$ cat src/rtl/derived_clock_meter.sv
// derived_clock_meter
//
// Measures a slow square wave (typically a programmable divider output that
// toggles every N+1 fast-clock cycles). It reports the period, the high time
// and the recovered divider setting N, all counted in clk cycles. It also
// flags loss of signal (sticky timeout) and a stable lock (two identical
// measurements in a row).
//
// Ports
//   clk        in   fast reference clock, all logic on its rising edge
//   rst_n      in   asynchronous active-low reset
//   en         in   measurement enable; low forces IDLE
//   sig_in     in   divided clock under test, may be asynchronous to clk
//   period     out  CW  cycles between the last two rising edges
//   high_time  out  CW  cycles from a rising edge to the following falling edge
//   n_est      out  CW  high_time-1 (recovered divider N), never underflows
//   valid      out  1   one-cycle strobe on each new measurement
//   stable     out  1   last two measurements identical
//   timeout    out  1   sticky; no rising edge within TIMEOUT_CYCLES
//   dbg_state  out  2   current FSM state (0 IDLE, 1 ARMED, 2 MEASURE)
//
// Handshake: valid is a pure strobe with no ready. period/high_time/n_est/
// stable are already updated in the cycle valid is high and hold until the
// next strobe, a timeout or reset.

module derived_clock_meter #(
    parameter int unsigned     CW             = 32,
    parameter int unsigned     SYNC_STAGES    = 2,
    parameter longint unsigned TIMEOUT_CYCLES = 64'h0000_0000_FFFF_FFFF
) (
    input  logic          clk,
    input  logic          rst_n,
    input  logic          en,
    input  logic          sig_in,
    output logic [CW-1:0] period,
    output logic [CW-1:0] high_time,
    output logic [CW-1:0] n_est,
    output logic          valid,
    output logic          stable,
    output logic          timeout,
    output logic [1:0]    dbg_state
);

    localparam logic [CW-1:0] TIMEOUT_CNT = CW'(TIMEOUT_CYCLES);
    localparam logic [CW-1:0] CNT_SAT     = '1;
    localparam logic [CW-1:0] ONE         = CW'(1);

    typedef enum logic [1:0] {
        S_IDLE    = 2'd0,
        S_ARMED   = 2'd1,
        S_MEASURE = 2'd2
    } state_t;

    state_t                 r_state;
    state_t                 w_state_next;
    logic [SYNC_STAGES-1:0] r_sync;
    logic                   r_sig_d;
    logic                   w_sig_s;
    logic                   w_rise;
    logic                   w_fall;
    logic [CW-1:0]          r_cnt;
    logic                   w_cnt_hit;
    logic [CW-1:0]          r_hi_lat;
    logic                   r_hi_seen;
    logic                   w_take_meas;
    logic                   w_timeout_hit;
    logic [CW-1:0]          r_period;
    logic [CW-1:0]          r_high_time;
    logic [CW-1:0]          r_n_est;
    logic                   r_valid;
    logic                   r_stable;
    logic                   r_timeout;

    // ------------------------------------------------------------------
    // Input conditioning: synchroniser chain, then one delay stage for
    // edge detection.
    // ------------------------------------------------------------------
    always_ff @(posedge clk or negedge rst_n) begin
        if (!rst_n) begin
            r_sync  <= '0;
            r_sig_d <= 1'b0;
        end else begin
            r_sync  <= {r_sync[SYNC_STAGES-2:0], sig_in};
            r_sig_d <= w_sig_s;
        end
    end

    assign w_sig_s   = r_sync[SYNC_STAGES-1];
    assign w_rise    = w_sig_s & ~r_sig_d;
    assign w_fall    = ~w_sig_s & r_sig_d;
    assign w_cnt_hit = (r_cnt == TIMEOUT_CNT);

    // ------------------------------------------------------------------
    // FSM: state register
    // ------------------------------------------------------------------
    always_ff @(posedge clk or negedge rst_n) begin
        if (!rst_n) begin
            r_state <= S_IDLE;
        end else begin
            r_state <= w_state_next;
        end
    end

    // FSM: next state and event decode. en=0 overrides everything; a rise
    // overrides a timeout that lands in the same cycle.
    always_comb begin
        w_state_next  = r_state;
        w_take_meas   = 1'b0;
        w_timeout_hit = 1'b0;
        case (r_state)
            S_IDLE: begin
                w_state_next = S_ARMED;
            end
            S_ARMED: begin
                if (w_rise) begin
                    w_state_next = S_MEASURE;
                end else if (w_cnt_hit) begin
                    w_timeout_hit = 1'b1;
                end
            end
            S_MEASURE: begin
                if (w_rise) begin
                    w_take_meas = 1'b1;
                end else if (w_cnt_hit) begin
                    w_timeout_hit = 1'b1;
                    w_state_next  = S_ARMED;
                end
            end
            default: begin
                w_state_next = S_IDLE;
            end
        endcase
        if (!en) begin
            w_state_next  = S_IDLE;
            w_take_meas   = 1'b0;
            w_timeout_hit = 1'b0;
        end
    end

    // ------------------------------------------------------------------
    // Cycle counter. Holds 1 in the cycle after a rise, so at the next
    // rise it equals the period; at a fall it equals the high time.
    // A timeout restarts it at 1 so a lost signal re-times out periodically.
    // ------------------------------------------------------------------
    always_ff @(posedge clk or negedge rst_n) begin
        if (!rst_n) begin
            r_cnt <= '0;
        end else if (!en || r_state == S_IDLE) begin
            r_cnt <= '0;
        end else if (w_rise || w_timeout_hit) begin
            r_cnt <= ONE;
        end else if (r_cnt != CNT_SAT) begin
            r_cnt <= r_cnt + ONE;
        end
    end

    // Fall latch: captures the high time of the current period.
    always_ff @(posedge clk or negedge rst_n) begin
        if (!rst_n) begin
            r_hi_lat  <= '0;
            r_hi_seen <= 1'b0;
        end else if (w_fall) begin
            r_hi_lat  <= r_cnt;
            r_hi_seen <= 1'b1;
        end else if (w_rise) begin
            r_hi_seen <= 1'b0;
        end
    end

    // ------------------------------------------------------------------
    // Measurement outputs
    // ------------------------------------------------------------------
    always_ff @(posedge clk or negedge rst_n) begin
        if (!rst_n) begin
            r_period    <= '0;
            r_high_time <= '0;
            r_n_est     <= '0;
            r_valid     <= 1'b0;
            r_stable    <= 1'b0;
            r_timeout   <= 1'b0;
        end else begin
            r_valid <= w_take_meas;
            if (w_take_meas) begin
                r_period    <= r_cnt;
                r_high_time <= r_hi_seen ? r_hi_lat : '0;
                r_n_est     <= (r_hi_seen && r_hi_lat != '0) ? (r_hi_lat - ONE) : '0;
                r_timeout   <= 1'b0;
                // Compared against the previous (still registered) outputs.
                r_stable    <= (r_cnt == r_period) && (r_hi_lat == r_high_time);
            end else if (w_timeout_hit) begin
                r_timeout <= 1'b1;
                // Losing the signal mid-measurement invalidates the old result;
                // a timeout while merely armed leaves it untouched.
                if (r_state == S_MEASURE) begin
                    r_period    <= '0;
                    r_high_time <= '0;
                    r_n_est     <= '0;
                    r_stable    <= 1'b0;
                end
            end
        end
    end

    assign period    = r_period;
    assign high_time = r_high_time;
    assign n_est     = r_n_est;
    assign valid     = r_valid;
    assign stable    = r_stable;
    assign timeout   = r_timeout;
    assign dbg_state = r_state;

endmodule
$ cat config.mk
export PLATFORM = sky130hd
export DESIGN_NAME = derived_clock_meter
export DESIGN_NICKNAME = d
export VERILOG_FILES = /design/src/rtl/derived_clock_meter.sv
export SDC_FILE = /design/constraint.sdc
export NUM_CORES = 1
export LEC_CHECK = 0
export BUFFER_PORTS_ARGS = -buffer_cell sky130_fd_sc_hd__buf_2
export CAP_MARGIN = 10
export CELL_PAD_IN_SITES_DETAIL_PLACEMENT = 1
export CELL_PAD_IN_SITES_GLOBAL_PLACEMENT = 2
export CORE_MARGIN = 1
export CORE_UTILIZATION = 35
export CTS_BUF_LIST = sky130_fd_sc_hd__clkbuf_4 sky130_fd_sc_hd__clkbuf_8
export DETAILED_ROUTE_END_ITERATION = 7
export GPL_ROUTABILITY_DRIVEN = 1
export HOLD_SLACK_MARGIN = 0.02
export PLACE_DENSITY_LB_ADDON = 0.15
export SYNTH_ARGS = -nofsm -noshare
export SYNTH_HDL_FRONTEND = slang
export SYNTH_SLANG_ARGS = --single-unit
$ cat constraint.sdc
create_clock -name clk -period 2.4 [get_ports clk]
set_input_delay 0.24 -clock clk [delete_from_list [all_inputs] [get_ports clk]]
set_output_delay 0.24 -clock clk [all_outputs]
set_load 0.005 [all_outputs]
==> impl_metrics.prom <==
# TYPE chip_impl_metric gauge
chip_impl_info{name="run_status",value="finished, violations left"} 1
chip_impl_info{name="violations",value="negative setup slack"} 1
chip_impl_metric{name="buffers_and_inverters_on_the_worst_path",unit=""} 1
chip_impl_info{name="tritoncts",value="done"} 1
chip_impl_info{name="crit_slowest_cell",value="or3b_4"} 1
chip_impl_metric{name="postRouteWirelength",unit="µm"} 25900
chip_impl_info{name="path_type_of_the_worst_setup_path",value="reg2reg"} 1
chip_impl_metric{name="fmax",unit="MHz"} 416
chip_impl_metric{name="synthCells",unit=""} 812
chip_impl_metric{name="pin_count",unit=""} 105
chip_impl_metric{name="drt_iter0_drc",unit=""} 273
chip_impl_metric{name="seqPwrFrac",unit="%"} 46.2
chip_impl_metric{name="core_area",unit="mm²"} 0.0228
chip_impl_metric{name="drc",unit=""} 0
chip_impl_metric{name="yosysWarnings",unit=""} 0
chip_impl_info{name="cp_cell_sequence",value="ha_4 -> nand3_2 -> or3_4 -> nor4_4 -> a31oi_4 -> or3b_4 -> clkbuf_16 -> o21ai_1"} 1
chip_impl_info{name="min-delay-path-class",value="in2reg"} 1
chip_impl_metric{name="dieArea",unit="mm²"} 0.0242
chip_impl_metric{name="hold_violations",unit=""} 0
chip_impl_metric{name="arrival",unit="ns"} 2.79
chip_impl_metric{name="die-width",unit="µm"} 155
chip_impl_info{name="path_delay_family",value="simple AND/OR/NAND/NOR gates"} 1
chip_impl_metric{name="grt_first_pass_wirelength",unit="µm"} 40500
chip_impl_metric{name="gp_congestion",unit=""} 0.799
chip_impl_metric{name="power_per_cell_area",unit="mW/mm²"} 612
chip_impl_metric{name="postSynth.asyncResetShare",unit="%"} 100
chip_impl_metric{name="finalCriticalPeriod",unit="ns"} 2.40
chip_impl_metric{name="filler_cell_count",unit=""} 2605
chip_impl_info{name="most_common_flop_cell_mapped_by_yosys",value="dfrtp_1"} 1
chip_impl_metric{name="cts_inserted_buffers",unit=""} 17
chip_impl_metric{name="clockBufferDepth",unit=""} 2
chip_impl_metric{name="tightestPinTransition",unit="ns"} 0.583
chip_impl_info{name="crit_path_start_kind",value="register"} 1
chip_impl_metric{name="relSlewSlack",unit="%"} 61.1
chip_impl_metric{name="standard_cell_row_count",unit=""} 55
chip_impl_metric{name="switching_power",unit="mW"} 1.74
chip_impl_metric{name="synth_fp_nets",unit=""} 825
chip_impl_metric{name="detailroute.via_count",unit=""} 6540
chip_impl_metric{name="ys_seq_area_share",unit="%"} 51.3
chip_impl_metric{name="flow.area_growth_from_synthesis",unit="%"} 25.2
chip_impl_metric{name="final-setup-viol-count",unit=""} 1
chip_impl_metric{name="fin_worst_hold_slack",unit="ns"} 0.0828
chip_impl_metric{name="wl_per_cell",unit="µm"} 20.1
chip_impl_metric{name="n_antenna_cell",unit=""} 0
chip_impl_metric{name="grt_max_degree",unit=""} 62
chip_impl_info{name="clock-root-buffer",value="clkbuf_8"} 1
chip_impl_metric{name="power.share.switching",unit="%"} 27.6
chip_impl_info{name="critPathCaptureType",value="register"} 1
chip_impl_metric{name="synth.avg_cell_area",unit="µm²"} 10.1
chip_impl_metric{name="power.leakage",unit="nW"} 5.14
chip_impl_metric{name="critical_path_required",unit="ns"} 2.78
chip_impl_metric{name="synth.cell_area",unit="mm²"} 0.00824
chip_impl_metric{name="dieHeight",unit="µm"} 155
chip_impl_metric{name="tns",unit="ns"} -0.00351
chip_impl_metric{name="clk_pin_slew_worst_paths",unit="ns"} 0.10
chip_impl_metric{name="globalRouteOverflowTotal",unit=""} 0
chip_impl_metric{name="finish.net_count",unit=""} 976
chip_impl_metric{name="numPortBuffers",unit=""} 104
chip_impl_metric{name="detail_route.vias_per_cell",unit=""} 5.07
chip_impl_metric{name="clock_power_share",unit="%"} 37.9
chip_impl_metric{name="biggest_fanout_along_the_worst_timing_path",unit=""} 8
chip_impl_metric{name="finClkSkew",unit="ns"} 0.0164
chip_impl_metric{name="postRouteAntennaNets",unit=""} 0
chip_impl_metric{name="max_stage_delay",unit="ns"} 0.49
chip_impl_metric{name="clock_insertion_delay_worst_skew",unit="ns"} 0.46
chip_impl_metric{name="vdd_ir_drop_max",unit="V"} 0.000310
chip_impl_metric{name="synth_enable_flop_cells",unit=""} 0
chip_impl_info{name="unrepaired_setup_endpoints_after_global_routing",value="true"} 1
chip_impl_metric{name="global_route.usage.total",unit="%"} 22.2
chip_impl_metric{name="layout_setup_ws",unit="ns"} -0.00351
chip_impl_metric{name="antenna_found_initial",unit=""} 0
chip_impl_metric{name="clock_sinks",unit=""} 169
chip_impl_metric{name="p_int",unit="mW"} 4.57
chip_impl_metric{name="hpwlAfterDp",unit="µm"} 19500
chip_impl_metric{name="fraction_of_final_layout_cells_sized_beyond_drive_strength_1",unit="%"} 30.5
chip_impl_metric{name="cts_max_level",unit=""} 4
chip_impl_metric{name="period_share",unit="%"} 100
chip_impl_metric{name="count_of_tritonroute_iterations_in_the_first_routing_pass",unit=""} 4
chip_impl_metric{name="vias_in_the_first_global_route",unit=""} 6843
chip_impl_metric{name="synth_cell_types",unit=""} 46
chip_impl_metric{name="initial_utilization",unit="%"} 36.1
chip_impl_metric{name="max_cap_violations",unit=""} 0
chip_impl_metric{name="timing_max_transition_violations_final",unit=""} 0
chip_impl_metric{name="ys_seq_elements",unit=""} 169
chip_impl_metric{name="combPwrFrac",unit="%"} 15.9
[per-layer routing]
layer,share of wire [%],global-route usage [%],routed length [µm],vias to the layer above
met5,0,0,0,-
met4,1.2,5.42,316,0
met3,2.5,2.95,661,21
met2,49,37.4,12800,81
met1,47,30.2,12100,3368
li1,-,-,-,3070
[placed cells by master, fill, tap and decap left out, drive strengths merged, types with 4 or more instances in the layout]
cell type  synthesis  routed
or3               10      10
clkinv             0       6
nor3              16      16
nand4b             4       4
bufinv             0       5
xor2              47      47
ha                 9       9
o21ai             73      73
and4               5       5
dfrtp            169     169
and2               5       5
nor4              14      14
and3               9       9
nand4             25      25
nand3             18      18
xnor2             72      72
mux2              31      31
a21oi              8       8
clkbuf            50      19
inv                9      11
nand2            120     120
nor3b              4       4
nor2              44      44
a22o              32      32
buf               20     199
or4                5       5
[cells in the mapped netlist, drive strengths merged, types with 2 or more instances]
library cell	count	area (µm²)
and2	5	31.3
nor2	44	165
buf	20	106
nand4	25	156
xor2	47	412
and4	5	43.8
o21ai	73	369
or3	10	67.6
or4	5	45.0
and4b	2	20.0
nor3b	4	35.0
a21oi	8	40.0
a22o	32	280
inv	9	33.8
dfrtp	169	4230
nand2	120	450
ha	9	113
nand3	18	90.1
nor2b	2	12.5
nand4b	4	35.0
clkbuf	50	188
nor4	14	115
and3	9	56.3
mux2	31	349
nor3	16	85.1
xnor2	72	631
[repair_timing]
| item | 4_1_cts | 5_1_grt |
|---|---|---|
| setup endpoints to repair | 16 | 76 |
| buffers inserted | 0 | 2 |
| gates cloned | 0 | 1 |
| pin swaps | 0 | 12 |
| endpoints found under the hold margin | 52 | 0 |
| gates resized for setup | 1 | 29 |
| hold buffers | 2 | 0 |
[state kept, by name (all words and copies together), names as in the netlist]
register   cells
dbg_state      2
period        32
r_sig_d        1
timeout        1
valid          1
high_time     32
stable         1
n_est         32
r_sync         2
r_cnt         32
r_hi_lat      32
r_hi_seen      1
[final timing paths]
check / to / slack [ns] / start / depth (start not counted)
worst max-delay path: n_est[25] / -0.004 / r_cnt[0] / 8
worst min-delay path: dbg_state[1] / 0.08 / en / 3
worst max register to register: n_est[25] / -0.004 / r_cnt[0] / 8
worst min register to register: r_sync[1] / 0.36 / r_sync[0] / 0
max in group asynchronous: r_hi_lat[24] / 1.39 / rst_n / 3
min in group asynchronous: n_est[3] / 0.31 / rst_n / 2
[worst reg2reg max path, stage by stage, from the launching register on]
cell       delay, ns
dfrtp_1         0.40
ha_4            0.16
nand3_2         0.08
or3_4           0.35
nor4_4          0.34
a31oi_4         0.18
or3b_4          0.49
clkbuf_16       0.20
o21ai_1         0.13
[power by group through the flow]
stage / clock, mW / combinational [mW] / sequential, mW
after detailed placement: 0 / 0.990 / 2.97
final: 2.39 / 1.00 / 2.91
after global routing: 2.56 / 1.11 / 2.92
after CTS: 2.46 / 0.994 / 2.91
after global placement: 0 / 0.973 / 2.96
after floorplan: 0 / 0.595 / 2.97
[cell type report]
type | count | area (µm²) | share of cell area [%]
Sequential cell | 169 | 4230 | 41.0
Multi-Input combinational cell | 564 | 3810 | 36.9
Timing Repair Buffer | 202 | 1380 | 13.4
Tap cell | 313 | 392 | 3.80
Clock buffer | 18 | 248 | 2.40
Clock inverter | 14 | 220 | 2.14
Inverter | 9 | 33.8 | 0.328
[cells by family after synthesis]
logic type | Yosys count | synth area share [%]
buffers and inverters | 79 | 3.98
and+or+nand+nor | 285 | 17.3
xor gates and xnor gates | 119 | 12.7
muxes | 31 | 4.24
adders and majority gates | 9 | 1.37
AOI/OAI and AO/OA | 120 | 9.10
DFF | 169 | 51.3
[stage by stage]
stage               instances  power [mW]  utilization [%]  setup WS, ns  instance area, µm²
floorplan                 812        3.57                -        0.0734                8240
global placement         1252        3.94             42.3        0.0958                9660
detailed placement       1252        3.96             42.3       -0.0529                9660
CTS                      1286        6.37             44.5        0.0315               10200
global route             1289        6.59             45.1       -0.0712               10300
finish                   1289        6.31             45.1      -0.00351               10300
Power figures use the tool's default switching activity.
